===== src/rtl/sd_dat_pkg.sv =====
// sd_dat_pkg: shared state encoding and line constants for the SD DAT0 write path.
package sd_dat_pkg;
    typedef enum logic [2:0] {S_IDLE, S_START, S_DATA, S_CRC, S_STOP} state_t;
    localparam logic START_BIT = 1'b0;
    localparam logic STOP_BIT = 1'b1;
    localparam int CRC_LEN = 16;
    localparam logic [CRC_LEN-1:0] CRC_POLY = 16'h1021;
    localparam int BLOCK_BYTES_DEF = 512;
endpackage


===== src/rtl/crc16.sv =====
// crc16: bit-serial CRC-16-CCITT with zero init; unload shifts the remainder out MSB-first on ocrc.
module crc16
    import sd_dat_pkg::*;
(
    input  logic iclk,
    input  logic irst,
    input  logic idata,
    input  logic iunload,
    output logic ocrc
);
    logic [CRC_LEN-1:0] crc_q, crc_d;
    logic fb;
    always_comb begin
        fb = iunload ? 1'b0 : idata ^ crc_q[CRC_LEN-1];
        crc_d = {crc_q[CRC_LEN-2:0], 1'b0} ^ (fb ? CRC_POLY : '0);
    end
    always_ff @(posedge iclk) begin
        if (irst) crc_q <= '0;
        else crc_q <= crc_d;
    end
    assign ocrc = crc_q[CRC_LEN-1];
endmodule


===== src/rtl/sd_dat_tx_ctrl.sv =====
// sd_dat_tx_ctrl: sends one SD write block on DAT0: start bit, data bytes MSB-first, CRC16, end bit.
module sd_dat_tx_ctrl
    import sd_dat_pkg::*;
#(
    parameter int BLOCK_BYTES = BLOCK_BYTES_DEF,
    parameter int CNT_W = 10
) (
    input  logic       iclk,
    input  logic       irst,
    input  logic       istart,
    input  logic [7:0] idata,
    input  logic       ivalid,
    output logic       oready,
    output logic       odat,
    output logic       odat_oe,
    output logic       obusy,
    output logic       odone,
    output logic       oerr
);
    localparam int CRC_CNT_W = $clog2(CRC_LEN);
    localparam logic [CNT_W-1:0] LAST_BYTE = CNT_W'(BLOCK_BYTES - 1);
    state_t state_q, state_d;
    logic [7:0] shreg_q, shreg_d;
    logic [2:0] bit_cnt_q, bit_cnt_d;
    logic [CNT_W-1:0] byte_cnt_q, byte_cnt_d;
    logic [CRC_CNT_W-1:0] crc_cnt_q, crc_cnt_d;
    logic done_q, done_d, err_q, err_d;
    logic crc_bit, crc_rst, last_bit, more;
    always_comb begin
        last_bit = bit_cnt_q == 3'd0;
        more = byte_cnt_q < LAST_BYTE;
        oready = state_q == S_START || (state_q == S_DATA && last_bit && more);
        odat_oe = state_q != S_IDLE;
        obusy = state_q != S_IDLE;
        odat = state_q == S_START ? START_BIT :
               state_q == S_DATA  ? shreg_q[7] :
               state_q == S_CRC   ? crc_bit : STOP_BIT;
        crc_rst = irst || state_q == S_IDLE || state_q == S_START;
        odone = done_q;
        oerr = err_q;
    end
    always_comb begin
        state_d = state_q;
        shreg_d = shreg_q;
        bit_cnt_d = bit_cnt_q;
        byte_cnt_d = byte_cnt_q;
        crc_cnt_d = crc_cnt_q;
        done_d = 1'b0;
        err_d = 1'b0;
        case (state_q)
            S_IDLE: if (istart) state_d = S_START;
            S_START: begin
                if (ivalid) begin
                    shreg_d = idata;
                    bit_cnt_d = 3'd7;
                    byte_cnt_d = '0;
                    state_d = S_DATA;
                end else begin
                    state_d = S_IDLE;
                    err_d = 1'b1;
                end
            end
            S_DATA: begin
                shreg_d = {shreg_q[6:0], 1'b0};
                bit_cnt_d = bit_cnt_q - 3'd1;
                if (last_bit && more && ivalid) begin
                    shreg_d = idata;
                    bit_cnt_d = 3'd7;
                    byte_cnt_d = byte_cnt_q + 1'b1;
                end else if (last_bit && more) begin
                    state_d = S_IDLE;
                    err_d = 1'b1;
                end else if (last_bit) begin
                    state_d = S_CRC;
                    crc_cnt_d = CRC_CNT_W'(CRC_LEN - 1);
                end
            end
            S_CRC: begin
                crc_cnt_d = crc_cnt_q - 1'b1;
                if (crc_cnt_q == '0) state_d = S_STOP;
            end
            S_STOP: begin
                state_d = S_IDLE;
                done_d = 1'b1;
            end
            default: state_d = S_IDLE;
        endcase
        // datapath is parked at zero whenever the line goes idle
        if (state_d == S_IDLE) begin
            shreg_d = '0;
            bit_cnt_d = '0;
            byte_cnt_d = '0;
            crc_cnt_d = '0;
        end
    end
    always_ff @(posedge iclk) begin
        if (irst) begin
            state_q <= S_IDLE;
            shreg_q <= '0;
            bit_cnt_q <= '0;
            byte_cnt_q <= '0;
            crc_cnt_q <= '0;
            done_q <= 1'b0;
            err_q <= 1'b0;
        end else begin
            state_q <= state_d;
            shreg_q <= shreg_d;
            bit_cnt_q <= bit_cnt_d;
            byte_cnt_q <= byte_cnt_d;
            crc_cnt_q <= crc_cnt_d;
            done_q <= done_d;
            err_q <= err_d;
        end
    end
    crc16 u_crc (
        .iclk   (iclk),
        .irst   (crc_rst),
        .idata  (shreg_q[7]),
        .iunload(state_q == S_CRC),
        .ocrc   (crc_bit)
    );
endmodule


===== config.mk =====
export PLATFORM = sky130hd
export DESIGN_NAME = sd_dat_tx_ctrl
export DESIGN_NICKNAME = d
export VERILOG_FILES = /design/src/rtl/sd_dat_pkg.sv /design/src/rtl/crc16.sv /design/src/rtl/sd_dat_tx_ctrl.sv
export SDC_FILE = /design/constraint.sdc
export NUM_CORES = 1
export LEC_CHECK = 0
export ABC_AREA = 1
export BUFFER_PORTS_ARGS = -buffer_cell sky130_fd_sc_hd__buf_2
export CORE_UTILIZATION = 45
export DETAILED_ROUTE_END_ITERATION = 8
export GPL_TIMING_DRIVEN = 0
export SYNTH_ARGS = -nofsm -noshare
export SYNTH_HDL_FRONTEND = slang
export SYNTH_SLANG_ARGS = --single-unit

===== constraint.sdc =====
create_clock -name iclk -period 3.7 [get_ports iclk]
set_input_delay 0.185 -clock iclk [delete_from_list [all_inputs] [get_ports iclk]]
set_output_delay 0.185 -clock iclk [all_outputs]
set_load 0.005 [all_outputs]

==> PnR_summary.wiki, run 1 <==
{| class="wikitable"
! Metric !! Value
|-
| Buffers inserted by post-CTS timing repair || 0
|-
| Leading post-synthesis cells by cell area || dfxtp_1, nand2_1, inv_1
|-
| Wirelength, routed || between 4 and 5 mm
|-
| Path type of the worst setup path || reg -> out
|-
| Post-synth ARST share || 0%
|-
| Detailed-placement wirelength estimate || 3.14 mm
|-
| Sort of element at the end of the critical path || output pin
|-
| Transition time at the pin with the least slew margin || between 400 and 500 ps
|-
| Via count of the routed design || approximately 1900
|-
| Residual antenna-violating net count after detailed routing || 0
|-
| Hold crit path type || in -> reg
|-
| Most frequent cells in the layout || nand2_1, inv_1, dfxtp_1
|-
| Number of buffer and inverter stages on the critical path || 1
|-
| Area taken by multi-input logic gates || between 1000 and 1500 um^2
|-
| Total power per unit cell area || approximately 380 nW/um^2
|-
| Maximum resistive drop on vdd || approximately 180 uV
|-
| Latest clock arrival within the worst-skew pair || roughly 300 ps
|-
| Net total in the final layout || about 380
|-
| Area added between synthesis and finish || 12.0%
|-
| Average cell area after synthesis || slightly below 7 um^2
|-
| Leak Pwr || around 1.3 nW
|-
| Period utilisation layout || roughly 48%
|-
| Biggest fanout along the worst timing path || 5
|-
| Number of H-tree branching levels || 2
|-
| Family with the most delay on the worst path || simple AND/OR/NAND/NOR gates
|-
| Cells after Synth || ~340
|-
| Worst-path clk slew || about 90 ps
|-
| Initial antenna violation count || 0
|-
| Commonest non-fill, non-tap cell in the layout || nand2_1
|-
| Result of the run || completed
|-
| CTS tree || done
|-
| Worst clock skew || roughly 6.0 ps
|-
| Storage cell area || approximately 920 um^2
|-
| Maximum number of pins on one net before global-route repair || 16
|-
| Post-synthesis net count || 355
|-
| CTS Root Cell || clkbuf_8
|-
| Synthesis warning total || 0
|-
| Number of global-route vias before repair || ~1700
|-
| First-pass GRT wire length || approximately 7.5 mm
|-
| EDFF count, synth || 0
|-
| Crit path cell chain || ha_1 > nand2_2 > nor2_4 > nand2_4 > nand3_1 > nand2_1 > buf_2
|-
| Vertical die dimension || 74.3 um
|-
| Routability cong. || about 0.76
|-
| Global route total overflow || 0
|-
| Max_slew headroom || roughly 70%
|-
| Critical path data arrival time || 1580 ps
|-
| Fraction of post-synthesis cell area in the top cell type by area || ~40%
|-
| Mapped Area || ~2400 um^2
|-
| Startpoint Class || flip-flop
|-
| Buffer levels on the longest clock path || 2
|-
| Width of the die || roughly 74 um
|-
| Hold-fix buffers at CTS || 0
|-
| Number of flip-flops and latches in the synthesized netlist || 46
|-
| Floorplan Core Area || a little under 5000 um^2
|-
| Dominant synthesized flop cell || dfxtp_1
|-
| Stage delay of the slowest cell on the critical path || a little over 400 ps
|-
| Starting DRT DRC Count || 72
|-
| Avg WL per Cell || 9.98 um
|-
| Overall power after layout || about 1 mW
|-
| Vias per cell || between 4 and 5
|-
| Num ports || 18
|-
| Layout cell share with drive strength beyond 1 || 15.7%
|-
| Data required time of the worst path || ~3500 ps
|-
| DRC Markers || 0
|-
| # clock sinks || between 40 and 50
|-
| Site Rows || 25
|-
| Min Clock Period, post-route || 1770 ps
|-
| Final count of hold timing violations || 0
|-
| Largest area contributor in the netlist || dfxtp_1
|-
| Final Setup Violations || 0
|-
| Portion of the post-synthesis area used by sequential elements || around two fifths
|-
| Total routing usage reported by global routing || approximately 18%
|-
| Synth cell types || 30
|-
| Initial Util || 48.2%
|-
| Die outline area || about 5500 um^2
|-
| Achievable clock frequency || around 0.57 GHz
|-
| # port buffers || 17
|-
| Gates resized, CTS repair || 0
|-
| Drt first pass iters || 4
|-
| Inserted Clock Buffers || 5
|-
| TNS Setup || 0 ps
|-
| Number of slew-limit violations in the final report || 0
|-
| Number of max-cap violations || 0
|-
| Antenna Diode Count || 0
|-
| Number of fillers in the final layout || 520
|-
| Crit-path slowest cell || dfxtp_1
|-
| Unrepaired setup endpoints after global routing || no
|}
area by class of cell:
| class | count | share of cell area (%) |
|---|---|---|
| buffer | 8 | 2.47 |
| sequential | 46 | 35.0 |
| clock inverter | 3 | 1.66 |
| multi-input combinational | 214 | 41.7 |
| timing repair buffer | 17 | 3.23 |
| clock buffer | 5 | 2.61 |
| inverter | 71 | 10.1 |
| tap | 67 | 3.18 |
metal layers:
metal | up-vias | part of all wire [%] | GRT usage [%]
met5 | - | 0 | 0
met4 | 0 | 0.58 | 5.03
met3 | 2 | 3.0 | 3.66
met2 | 24 | 43 | 27.8
met1 | 847 | 54 | 24.2
li1 | 1063 | - | -
cells in the mapped netlist, types with 2 or more instances:
cell,n
nand2_1,92
inv_1,68
dfxtp_1,46
nand3_1,29
nor2_1,29
a21oi_1,12
o21ai_0,9
xor2_1,6
nand2_4,5
buf_4,4
ha_1,4
o21ai_1,4
or2_2,4
inv_2,3
nand2_2,3
nand3_2,3
nand3_4,2
nand4_1,2
nor2_4,2
o21bai_1,2
registers in the layout (all words and copies together), names as in the netlist:
register     count
shreg_q          8
byte_cnt_q      10
u_crc.crc_q     16
oerr             1
odone            1
state_q          3
bit_cnt_q        3
crc_cnt_q        4
cell families (layout without fill, tap and decap cells):
group | after synthesis | in the layout | synth area share (%)
AOI/OAI and AO/OA | 28 | 28 | 6.44
and+or+nand+nor | 176 | 176 | 35.9
buffers and inverters | 79 | 104 | 14.1
DFF | 46 | 46 | 39.2
xor gates and xnor gates | 6 | 6 | 2.24
adders and majority gates | 4 | 4 | 2.13
where the power goes:
group / total, mW / internal, mW / switching [mW]
Sequential: 0.506 / 0.501 / 0.00412
Combinational: 0.117 / 0.0437 / 0.0732
Clock: 0.379 / 0.203 / 0.177
Total: 1.00 / 0.748 / 0.254
per-stage QoR:
stage          worst slack (ps)  std cells  cell area, um^2  hold WS (ps)  util, %
2_1_floorplan              2170        339             2350           254        -
3_3_place_gp               1970        423             2520           395     51.6
3_5_place_dp               1960        423             2520           400     51.6
4_1_cts                    1910        431             2630          92.4     53.9
5_1_grt                    1770        431             2630           107     53.9
6_report                   1930        431             2630           100     53.9
final timing paths:
| path | from | to | slack, ps | cells after the start |
|---|---|---|---|---|
| max | byte_cnt_q[0]$_SDFFE_PP0P_ | oready | 1930 | 7 |
| min | irst | odone$_SDFF_PP0_ | 100 | 2 |
| max reg2reg | crc_cnt_q[0]$_SDFFE_PP0P_ | byte_cnt_q[5]$_SDFFE_PP0P_ | 1930 | 14 |
| min reg2reg | u_crc.crc_q[3]$_SDFF_PP0_ | u_crc.crc_q[4]$_SDFF_PP0_ | 410 | 2 |
(Power assumes the default switching activity.)
==> inputs of run 2 (changes only) <==
Clock period 3.7 ns to 1.8 ns, I/O delays scaled along.
==> run 2 against run 1 <==
Cell count is 1.6% higher. Clock power rose by 110%. Register-to-register slack worse by 1800 ps.
==> PnR_summary.wiki, run 2 (synthesis gave the netlist of run 1 again) <==
{| class="wikitable"
! Metric !! Value
|-
| Number of max-cap violations || 0
|-
| Site Rows || 25
|-
| Wirelength, routed || 4.37 mm
|-
| Total power per unit cell area || 772 nW/um^2
|-
| CTS tree || done
|-
| Initial Util || between 40% and 50%
|-
| Commonest non-fill, non-tap cell in the layout || nand2_1
|-
| Drt first pass iters || 4
|-
| # clock sinks || 46
|-
| Data required time of the worst path || 2000 ps
|-
| Origin of the worst min-delay path || idata[0]
|-
| Top reg by flops || u_crc.crc_q
|-
| First-pass GRT wire length || approximately 7.5 mm
|-
| Proportion of power drawn by the clock network || 37.6%
|-
| Register-to-register setup slack || 120 ps
|-
| Vertical die dimension || between 70 and 80 um
|-
| Num ports || 18
|-
| Layout cell share with drive strength beyond 1 || 18.3%
|-
| Combinational Power Share || approximately an eighth
|-
| Logic depth of the worst register-to-register path || 14
|-
| Worst clock skew || 6.09 ps
|-
| Leak Pwr || 1.32 nW
|-
| Area added between synthesis and finish || 14.7%
|-
| Internal power || about 1.6 mW
|-
| Inserted Clock Buffers || 5
|-
| Sort of element at the end of the critical path || flip-flop
|-
| Latest clock arrival within the worst-skew pair || about 300 ps
|-
| Buffer levels on the longest clock path || 2
|-
| Maximum number of pins on one net before global-route repair || 16
|-
| Worst Hold End || shreg_q[0]$_SDFFE_PP0P_
|-
| Transition time at the pin with the least slew margin || 478 ps
|-
| Global route total overflow || 0
|-
| Detailed-placement wirelength estimate || 3.14 mm
|-
| Vias per cell || approximately 4.5
|-
| Result of the run || completed
|-
| Via count of the routed design || a little under 2000
|-
| Standard cell area after detailed placement || ~2500 um^2
|-
| Startpoint Class || flip-flop
|-
| Antenna Diode Count || 0
|-
| Biggest fanout along the worst timing path || 10
|-
| Biggest registers after layout || u_crc.crc_q x16, byte_cnt_q x10, shreg_q x8
|-
| Most frequent cells in the layout || nand2_1, inv_1, dfxtp_1
|-
| Non-filler cells in the finished layout || between 400 and 500
|-
| Worst R2R End || byte_cnt_q[5]$_SDFFE_PP0P_
|-
| Hold crit path type || in -> reg
|-
| Inst Count DP || approximately 420
|-
| Max_slew headroom || around two thirds
|-
| Number of H-tree branching levels || 2
|-
| TNS Setup || 0 ps
|-
| Period utilisation layout || between 90% and 100%
|-
| Number of slew-limit violations in the final report || 0
|-
| Net total in the final layout || around 390
|-
| Die outline area || roughly 5500 um^2
|-
| Final Setup Violations || 0
|-
| Floorplan Core Area || around 4900 um^2
|-
| # port buffers || 17
|-
| Final count of hold timing violations || 0
|-
| First element of the critical path || crc_cnt_q[0]$_SDFFE_PP0P_
|-
| Worst hold path stage count || 5
|-
| Achievable clock frequency || just under 0.6 GHz
|-
| Maximum resistive drop on vdd || between 300 and 400 uV
|-
| Final instance area || 2700 um^2
|-
| Routability cong. || between 0.7 and 0.8
|-
| Starting DRT DRC Count || 70
|-
| Min Clock Period, post-route || 1680 ps
|-
| Max FFs per register || 16
|-
| Launch instance of the worst register-to-register path || crc_cnt_q[0]$_SDFFE_PP0P_
|-
| Total routing usage reported by global routing || ~18%
|-
| Residual antenna-violating net count after detailed routing || 0
|-
| Initial antenna violation count || 0
|-
| Width of the die || approximately 74 um
|-
| CTS Root Cell || clkbuf_8
|-
| Path type of the worst setup path || reg -> reg
|-
| Avg WL per Cell || 9.98 um
|-
| Critical path data arrival time || between 1500 and 2000 ps
|-
| DRC Markers || 0
|-
| Worst-path clk slew || 90 ps
|-
| Fraction of power spent switching nets || between 20% and 30%
|-
| Sequential cell fraction of total power || 49.9%
|-
| P_sw || roughly 0.53 mW
|-
| Number of global-route vias before repair || ~1700
|}
[run 2: how the worst max path moves through the flow]
stage,depth (start not counted),endpoint,slack [ps]
2_1_floorplan,14,byte_cnt_q[2]$_SDFFE_PP0P_,270
3_3_place_gp,12,shreg_q[6]$_SDFFE_PP0P_,70
3_5_place_dp,14,byte_cnt_q[5]$_SDFFE_PP0P_,60
4_1_cts,12,byte_cnt_q[5]$_SDFFE_PP0P_,40
5_1_grt,14,byte_cnt_q[5]$_SDFFE_PP0P_,-7
6_report,14,byte_cnt_q[5]$_SDFFE_PP0P_,120
[run 2: layout make-up]
| class | count | area [um^2] |
|---|---|---|
| Fill cell | 517 | 2180 |
| Multi-Input combinational cell | 214 | 1100 |
| Sequential cell | 46 | 923 |
| Inverter | 71 | 267 |
| Timing Repair Buffer | 24 | 140 |
| Tap cell | 67 | 83.8 |
| Clock buffer | 5 | 68.8 |
| Buffer | 8 | 67.6 |
| Clock inverter | 3 | 43.8 |
[run 2: metal layers]
metal | GRT usage (%) | part of all wire, % | vias to the layer above | routed length [um]
met5 | 0 | 0 | - | 0
met4 | 5.03 | 1.1 | 0 | 49
met3 | 3.66 | 2.5 | 5 | 111
met2 | 28.0 | 43 | 24 | 1870
met1 | 24.2 | 54 | 862 | 2340
li1 | - | - | 1079 | -
[run 2: what timing repair did]
item,4_1_cts,5_1_grt
setup buffers,0,6
gates resized for setup,0,6
setup endpoints to repair,0,21
endpoints found under the hold margin,2,0
hold buffers,1,0
[run 2: critical path, cell delays in order, from the launching register on]
cell     delay, ps
dfxtp_1        320
inv_1          100
ha_1           150
inv_1           50
nor2_2         120
nand2_1         70
nand2_1        100
nand2_1         70
inv_2           60
nand3_2         90
nand2_4        130
nand2_8         80
buf_8          150
nand2_1         60
inv_1           40
[run 2: power groups by stage]
| stage | Combinational, mW | Sequential, mW | Clock [mW] |
|---|---|---|---|
| 2_1_floorplan | 0.180 | 1.06 | 0 |
| 3_3_place_gp | 0.243 | 1.06 | 0 |
| 3_5_place_dp | 0.245 | 1.06 | 0 |
| 4_1_cts | 0.247 | 1.04 | 0.810 |
| 5_1_grt | 0.292 | 1.04 | 0.838 |
| 6_report | 0.259 | 1.04 | 0.783 |
[run 2: stage by stage]
step / power (mW) / setup slack [ps] / util, % / hold WS, ps
6_report: 2.08 / 121 / 55.3 / 61.1
5_1_grt: 2.17 / -6.65 / 55.3 / 135
3_5_place_dp: 1.31 / 57.4 / 51.6 / 320
4_1_cts: 2.10 / 43.2 / 54.2 / 51.9
3_3_place_gp: 1.31 / 72.9 / 51.6 / 326
2_1_floorplan: 1.24 / 265 / - / 159
